`src/rtl/wb_stage_if.sv`:
```
// Bundle between the MEM stage / decode-stage register file and the write-back stage.
// The master side drives the MEM/WB capture inputs and the bypass query; the slave is wb_stage.
interface wb_stage_if #(
    parameter int CNTW = 32
);
    logic            Stall;
    logic            Flush;
    logic            Valid_In;
    logic            RegWrite_In;
    logic            MemToReg_In;
    logic            SignExt_In;
    logic [1:0]      ByteSel_In;
    logic [1:0]      RegDst_In;
    logic [4:0]      Rt_In;
    logic [4:0]      Rd_In;
    logic [31:0]     ALUResult_In;
    logic [31:0]     MemData_In;
    logic [31:0]     PCI_In;
    logic [4:0]      WriteAddr;
    logic [31:0]     WriteData;
    logic            RW_AND;
    logic [4:0]      BypassAddr;
    logic            BypassHit;
    logic            AlignErr;
    logic [CNTW-1:0] RetireCount;

    modport master (
        output Stall, Flush, Valid_In, RegWrite_In, MemToReg_In, SignExt_In,
               ByteSel_In, RegDst_In, Rt_In, Rd_In, ALUResult_In, MemData_In,
               PCI_In, BypassAddr,
        input  WriteAddr, WriteData, RW_AND, BypassHit, AlignErr, RetireCount
    );

    modport slave (
        input  Stall, Flush, Valid_In, RegWrite_In, MemToReg_In, SignExt_In,
               ByteSel_In, RegDst_In, Rt_In, Rd_In, ALUResult_In, MemData_In,
               PCI_In, BypassAddr,
        output WriteAddr, WriteData, RW_AND, BypassHit, AlignErr, RetireCount
    );
endinterface

```
`src/rtl/wb_stage.sv`:
```
// Write-back stage: MEM/WB pipeline register, result-source mux, sub-word load extraction,
// destination select, register-file write enable, decode-stage bypass and retire counter.
module wb_stage #(
    parameter int DW   = 32,
    parameter int CNTW = 32
) (
    input  logic       Clk,
    input  logic       Rst,
    wb_stage_if.slave  wb
);
    localparam logic [1:0] SEL_HALF = 2'b01;
    localparam logic [1:0] SEL_BYTE = 2'b10;
    localparam logic [1:0] DST_RD   = 2'b01;
    localparam logic [1:0] DST_LINK = 2'b10;

    logic            valid_q,    valid_d;
    logic            regwrite_q, regwrite_d;
    logic            memtoreg_q, memtoreg_d;
    logic            signext_q,  signext_d;
    logic [1:0]      bytesel_q,  bytesel_d;
    logic [1:0]      regdst_q,   regdst_d;
    logic [4:0]      rt_q,       rt_d;
    logic [4:0]      rd_q,       rd_d;
    logic [DW-1:0]   alu_q,      alu_d;
    logic [DW-1:0]   mem_q,      mem_d;
    logic [DW-1:0]   pci_q,      pci_d;
    logic [CNTW-1:0] count_q,    count_d;

    logic [4:0]      dest_s;
    logic [15:0]     half_s;
    logic [7:0]      byte_s;
    logic [DW-1:0]   load_s;
    logic [DW-1:0]   data_s;
    logic            misalign_s;
    logic            align_err_s;
    logic            rw_s;
    logic            hit_s;

    // Next pipeline-register contents: Flush beats Stall beats a normal load.
    always_comb begin
        valid_d    = valid_q;
        regwrite_d = regwrite_q;
        memtoreg_d = memtoreg_q;
        signext_d  = signext_q;
        bytesel_d  = bytesel_q;
        regdst_d   = regdst_q;
        rt_d       = rt_q;
        rd_d       = rd_q;
        alu_d      = alu_q;
        mem_d      = mem_q;
        pci_d      = pci_q;
        count_d    = count_q;
        if (wb.Flush) begin
            valid_d = 1'b0;
        end else if (wb.Stall) begin
            valid_d = valid_q;
        end else begin
            valid_d    = wb.Valid_In;
            regwrite_d = wb.RegWrite_In;
            memtoreg_d = wb.MemToReg_In;
            signext_d  = wb.SignExt_In;
            bytesel_d  = wb.ByteSel_In;
            regdst_d   = wb.RegDst_In;
            rt_d       = wb.Rt_In;
            rd_d       = wb.Rd_In;
            alu_d      = wb.ALUResult_In;
            mem_d      = wb.MemData_In;
            pci_d      = wb.PCI_In;
            if (wb.Valid_In) begin
                count_d = count_q + {{(CNTW-1){1'b0}}, 1'b1};
            end else begin
                count_d = count_q;
            end
        end
    end

    // MEM/WB register and retire counter, synchronously cleared.
    always_ff @(posedge Clk) begin
        if (Rst) begin
            valid_q    <= 1'b0;
            regwrite_q <= 1'b0;
            memtoreg_q <= 1'b0;
            signext_q  <= 1'b0;
            bytesel_q  <= 2'b00;
            regdst_q   <= 2'b00;
            rt_q       <= 5'd0;
            rd_q       <= 5'd0;
            alu_q      <= {DW{1'b0}};
            mem_q      <= {DW{1'b0}};
            pci_q      <= {DW{1'b0}};
            count_q    <= {CNTW{1'b0}};
        end else begin
            valid_q    <= valid_d;
            regwrite_q <= regwrite_d;
            memtoreg_q <= memtoreg_d;
            signext_q  <= signext_d;
            bytesel_q  <= bytesel_d;
            regdst_q   <= regdst_d;
            rt_q       <= rt_d;
            rd_q       <= rd_d;
            alu_q      <= alu_d;
            mem_q      <= mem_d;
            pci_q      <= pci_d;
            count_q    <= count_d;
        end
    end

    // Write-port outputs derived from the held instruction; lanes are little-endian.
    always_comb begin
        case (regdst_q)
            DST_RD:   dest_s = rd_q;
            DST_LINK: dest_s = 5'd31;
            default:  dest_s = rt_q;
        endcase

        if (alu_q[1]) begin
            half_s = mem_q[31:16];
        end else begin
            half_s = mem_q[15:0];
        end

        case (alu_q[1:0])
            2'b00:   byte_s = mem_q[7:0];
            2'b01:   byte_s = mem_q[15:8];
            2'b10:   byte_s = mem_q[23:16];
            2'b11:   byte_s = mem_q[31:24];
            default: byte_s = mem_q[7:0];
        endcase

        case (bytesel_q)
            SEL_HALF: begin
                load_s     = {{(DW-16){signext_q & half_s[15]}}, half_s};
                misalign_s = alu_q[0];
            end
            SEL_BYTE: begin
                load_s     = {{(DW-8){signext_q & byte_s[7]}}, byte_s};
                misalign_s = 1'b0;
            end
            default: begin
                load_s     = mem_q;
                misalign_s = |alu_q[1:0];
            end
        endcase

        if (regdst_q == DST_LINK) begin
            data_s = pci_q;
        end else if (memtoreg_q) begin
            data_s = load_s;
        end else begin
            data_s = alu_q;
        end

        // The link path never touches memory, so it can never be misaligned.
        align_err_s = valid_q & memtoreg_q & (regdst_q != DST_LINK) & misalign_s;
        rw_s        = valid_q & regwrite_q & (dest_s != 5'd0) & ~align_err_s;
        hit_s       = rw_s & (dest_s == wb.BypassAddr);
    end

    assign wb.WriteAddr   = dest_s;
    assign wb.WriteData   = data_s;
    assign wb.RW_AND      = rw_s;
    assign wb.BypassHit   = hit_s;
    assign wb.AlignErr    = align_err_s;
    assign wb.RetireCount = count_q;
endmodule

```
`src/flat_wrapper.sv`:
```
// flat-port wrapper written by rule: the top's interface ports become plain ports
module wb_stage_flat 
#(
    parameter int DW   = 32,
    parameter int CNTW = 32
)
  (Clk, Rst, wb_Stall, wb_Flush, wb_Valid_In, wb_RegWrite_In, wb_MemToReg_In, wb_SignExt_In, wb_ByteSel_In, wb_RegDst_In, wb_Rt_In, wb_Rd_In, wb_ALUResult_In, wb_MemData_In, wb_PCI_In, wb_BypassAddr, wb_WriteAddr, wb_WriteData, wb_RW_AND, wb_BypassHit, wb_AlignErr, wb_RetireCount);
  wb_stage_if #(.CNTW(CNTW)) wb_i ();
  input  logic Clk;
  input  logic Rst;
  input wire logic [$bits(wb_i.Stall)-1:0] wb_Stall;
  input wire logic [$bits(wb_i.Flush)-1:0] wb_Flush;
  input wire logic [$bits(wb_i.Valid_In)-1:0] wb_Valid_In;
  input wire logic [$bits(wb_i.RegWrite_In)-1:0] wb_RegWrite_In;
  input wire logic [$bits(wb_i.MemToReg_In)-1:0] wb_MemToReg_In;
  input wire logic [$bits(wb_i.SignExt_In)-1:0] wb_SignExt_In;
  input wire logic [$bits(wb_i.ByteSel_In)-1:0] wb_ByteSel_In;
  input wire logic [$bits(wb_i.RegDst_In)-1:0] wb_RegDst_In;
  input wire logic [$bits(wb_i.Rt_In)-1:0] wb_Rt_In;
  input wire logic [$bits(wb_i.Rd_In)-1:0] wb_Rd_In;
  input wire logic [$bits(wb_i.ALUResult_In)-1:0] wb_ALUResult_In;
  input wire logic [$bits(wb_i.MemData_In)-1:0] wb_MemData_In;
  input wire logic [$bits(wb_i.PCI_In)-1:0] wb_PCI_In;
  input wire logic [$bits(wb_i.BypassAddr)-1:0] wb_BypassAddr;
  output wire logic [$bits(wb_i.WriteAddr)-1:0] wb_WriteAddr;
  output wire logic [$bits(wb_i.WriteData)-1:0] wb_WriteData;
  output wire logic [$bits(wb_i.RW_AND)-1:0] wb_RW_AND;
  output wire logic [$bits(wb_i.BypassHit)-1:0] wb_BypassHit;
  output wire logic [$bits(wb_i.AlignErr)-1:0] wb_AlignErr;
  output wire logic [$bits(wb_i.RetireCount)-1:0] wb_RetireCount;
  assign wb_i.Stall = wb_Stall;
  assign wb_i.Flush = wb_Flush;
  assign wb_i.Valid_In = wb_Valid_In;
  assign wb_i.RegWrite_In = wb_RegWrite_In;
  assign wb_i.MemToReg_In = wb_MemToReg_In;
  assign wb_i.SignExt_In = wb_SignExt_In;
  assign wb_i.ByteSel_In = wb_ByteSel_In;
  assign wb_i.RegDst_In = wb_RegDst_In;
  assign wb_i.Rt_In = wb_Rt_In;
  assign wb_i.Rd_In = wb_Rd_In;
  assign wb_i.ALUResult_In = wb_ALUResult_In;
  assign wb_i.MemData_In = wb_MemData_In;
  assign wb_i.PCI_In = wb_PCI_In;
  assign wb_i.BypassAddr = wb_BypassAddr;
  assign wb_WriteAddr = wb_i.WriteAddr;
  assign wb_WriteData = wb_i.WriteData;
  assign wb_RW_AND = wb_i.RW_AND;
  assign wb_BypassHit = wb_i.BypassHit;
  assign wb_AlignErr = wb_i.AlignErr;
  assign wb_RetireCount = wb_i.RetireCount;
  wb_stage #(.DW(DW), .CNTW(CNTW)) u_core (.Clk(Clk), .Rst(Rst), .wb(wb_i));
endmodule
```
`config.mk`:
```
export PLATFORM = sky130hd
export DESIGN_NAME = wb_stage_flat
export DESIGN_NICKNAME = d
export VERILOG_FILES = /design/src/rtl/wb_stage_if.sv /design/src/rtl/wb_stage.sv /design/src/flat_wrapper.sv
export SDC_FILE = /design/constraint.sdc
export NUM_CORES = 1
export LEC_CHECK = 0
export BUFFER_PORTS_ARGS = -buffer_cell sky130_fd_sc_hd__buf_2
export CORE_ASPECT_RATIO = 2
export CORE_UTILIZATION = 50
export CTS_CLUSTER_DIAMETER = 120
export DETAILED_ROUTE_END_ITERATION = 7
export GPL_TIMING_DRIVEN = 0
export PLACE_DENSITY = 0.77
export RECOVER_POWER = 100
export SYNTH_ARGS = -nofsm -noshare
export SYNTH_HDL_FRONTEND = slang
export SYNTH_SLANG_ARGS = --single-unit
```
`constraint.sdc`:
```
create_clock -name Clk -period 2.8 [get_ports Clk]
set_input_delay 0.7 -clock Clk [delete_from_list [all_inputs] [get_ports Clk]]
set_output_delay 0.7 -clock Clk [all_outputs]
set_load 0.1 [all_outputs]
```
==> flow_summary.yaml <==
pwr:
  p_leak_uw: 0.00393
  switching_share_pct: 30.8
  p_sw_uw: 1850
  ir_drop_v: 0.000467
  combPwrFrac_pct: 21.6
  p_clk_share_pct: 41.2
  intPower_uw: 4160
  seqPwrFrac_pct: 37.2
  p_per_area_nw_per_um2: 575
  finalPower_uw: 6020
place:
  globalplace.congestion: 0.935
  io_buffers: 193
  place_hpwl_microns: 17400
  dp.cells: 1304
sta:
  worstMarginPinSlew_ns: 1.19
  fin_crit_sh_pct: 107
  fin_ws_ns: -0.206
  slew_viol_final: 0
  hold_violations: 0
  layout_min_cycle_time_ns: 3.01
  skew_ns: 0.00740
  fin_tns_setup_ns: -3.23
  slew_headroom_pct: 21.2
  setup_viol: 33
  rsz0062_at_grt: "true"
  fmax_ghz: 0.333
drt:
  vias: 8131
  drc_errors: 0
  dr.pass1.iters: 5
  drt_wl_total_microns: 27600
  wl_per_cell_microns: 20.3
  vias_per_cell: 5.99
  first_iter_violations: 782
  ant_nets: 0
final_layout:
  synthToLayoutAreaGrowth_pct: 51.2
  final-instance-count-excl-fill: 1357
  nets: 1316
  drive_gt1_share_pct: 30.9
  layout_common_cells: "nand2_1 (278), dfxtp_1 (138), a21oi_1 (131)"
  final_common_cell: "nand2_1"
logic_synthesis:
  ys_seq_area_share_pct: 42.2
  syn_inst: 956
  ys_types: 44
  syn_area_per_cell_sq_um: 7.24
  synth_area_sq_um: 6920
  synth-seq-cells: 146
  synth_edf_count: 0
  synth-async-reset-ratio_pct: 0
  syn_nets: 1084
  synthFlopType: "dfxtp_1"
  yosys_warnings: 0
cts:
  cts_max_path_buffers: 2
  htree_levels: 4
  clockRootBuffer: "clkbuf_16"
  worst_skew_pair.late_latency_ns: 0.43
  cts_hold_buf: 0
  cts_tree: "yes"
  cts-buffers-inserted: 17
  clk_pin_slew_ns: 0.07
  clock-sinks: 146
grt:
  grt_usage_pct: 36.4
  grt_max_degree: 17
  grt_antenna_before_repair: 2
  grt_pass1_vias: 7974
  grt-ovfl-total: 0
  grt_pass1_wl_microns: 39900
worst_setup_path:
  crit_family: "multiplexers"
  worst-path-buf-inv: 2
  cp_slowest_stage_delay_ns: 0.57
  critPathKind: "reg2out"
  path_common_cell: "buf_12"
  cp_data_arrival_time_ns: 2.31
  crit_chain: "mux4_2 > nand2_4 > nand3_4 > buf_12 > a21oi_4 > o31ai_4 > buf_12"
  worst_ep_required_time_ns: 2.10
  cp_slowest_cell: "mux4_2"
  crit_path_end_kind: "primary output"
  worstPathMaxFanout: 7
  cp-start-kind: "flip-flop"
min_path:
  holdCritPathClass: "reg2reg"
die:
  core_area_sq_um: 13500
  dieArea_sq_um: 14400
  die_width_microns: 85.2
  start_util_pct: 51.2
  ios: 195
  dieHeight_microns: 168
  num_rows: 60
status:
  violations: "setup timing"
  status: "finished with violations"
flow_run:
  drv_cap: 0
## cell families after synthesis
| group | after synthesis | synth area share, % |
|---|---|---|
| AO/OA/AOI/OAI | 250 | 20.0 |
| XOR/XNOR | 34 | 4.30 |
| flip-flops | 146 | 42.2 |
| multiplexers | 5 | 0.940 |
| adder cells (fa/ha/maj) | 5 | 0.904 |
| AND/OR/NAND/NOR | 426 | 26.7 |
| buffers and inverters | 90 | 4.92 |
## cell type report
class                           count  area [sq um]
Tap cell                          155           194
Fill cell                         930          3040
Timing Repair Buffer              217          1620
Clock buffer                       20           457
Inverter                           16          65.1
Clock inverter                     11           176
Multi-Input combinational cell    720          4560
Antenna cell                        2          5.00
Buffer                             70           452
Sequential cell                   146          2940
## power groups by stage
stage	clock network (uW)	registers [uW]	logic [uW]
2_1_floorplan	0	2240	752
3_3_place_gp	0	2260	982
3_5_place_dp	0	2260	993
4_1_cts	2470	2220	1200
5_1_grt	2560	2240	1360
6_report	2480	2240	1300
## final timing paths
path,to,depth (start not counted),startpoint,slack [ns]
hold reg to reg,u_core.rt_q[0]$_SDFFE_PP0P_,2,u_core.rt_q[0]$_SDFFE_PP0P_,0.46
hold / removal,u_core.rt_q[0]$_SDFFE_PP0P_,2,u_core.rt_q[0]$_SDFFE_PP0P_,0.46
setup / recovery,wb_WriteData[23],7,u_core.alu_q[0]$_SDFFE_PP0P_,-0.21
setup reg to reg,u_core.wb.RetireCount[31]$_SDFFE_PP0P_,6,u_core.wb.RetireCount[4]$_SDFFE_PP0P_,0.30
## registers in the layout (all words and copies together), names as in the netlist
signal,flops
u_core.alu_q,32
u_core.bytesel_q,2
u_core.mem_q,32
u_core.memtoreg_q,1
u_core.pci_q,32
u_core.rd_q,5
u_core.regdst_q,2
u_core.regwrite_q,1
u_core.rt_q,5
u_core.signext_q,1
u_core.valid_q,1
u_core.wb.RetireCount,32
## per-stage QoR
step | util [%] | worst slack, ns | hold WS (ns) | cell area [sq um]
detailed placement | 64.0 | -0.648 | 0.447 | 8650
global route | 77.5 | -0.260 | 0.474 | 10500
global placement | 64.0 | -0.604 | 0.440 | 8650
floorplan | - | -0.945 | 0.432 | 7490
CTS | 75.6 | -0.139 | 0.457 | 10200
finish | 77.5 | -0.206 | 0.459 | 10500
## worst reg2reg max path, stage by stage, from the launching register on
cell	delay, ns
dfxtp_1	0.45
nand4_2	0.17
nor4_1	0.84
clkbuf_1	0.49
nand4_1	0.19
xor2_1	0.18
nor2_1	0.05
## synthesized netlist by cell type (10+ instances only)
master	number	area (sq um)
o21ai_0	34	170
a21oi_1	173	866
nor2_1	55	206
clkbuf_1	62	233
nand3_1	24	120
o31ai_1	22	165
buf_1	10	37.5
inv_1	16	60.1
xor2_1	27	236
nand4_1	11	68.8
dfxtp_1	146	2920
nand2_1	281	1050
## repair_timing
item / CTS / global route
setup endpoints to repair: 35 / 35
buffers inserted: 12 / 11
resized for setup: 235 / 68
cloned: 2 / 0
hold endpoints to repair: 0 / 0
pin swaps: 25 / 32
## metal layers
layer  GRT usage, %  wire [microns]
met5              0               0
met4           27.9            2440
met3           10.7            2250
met2           64.8           14100
met1           34.3            8790
(Power assumes the default switching activity.)
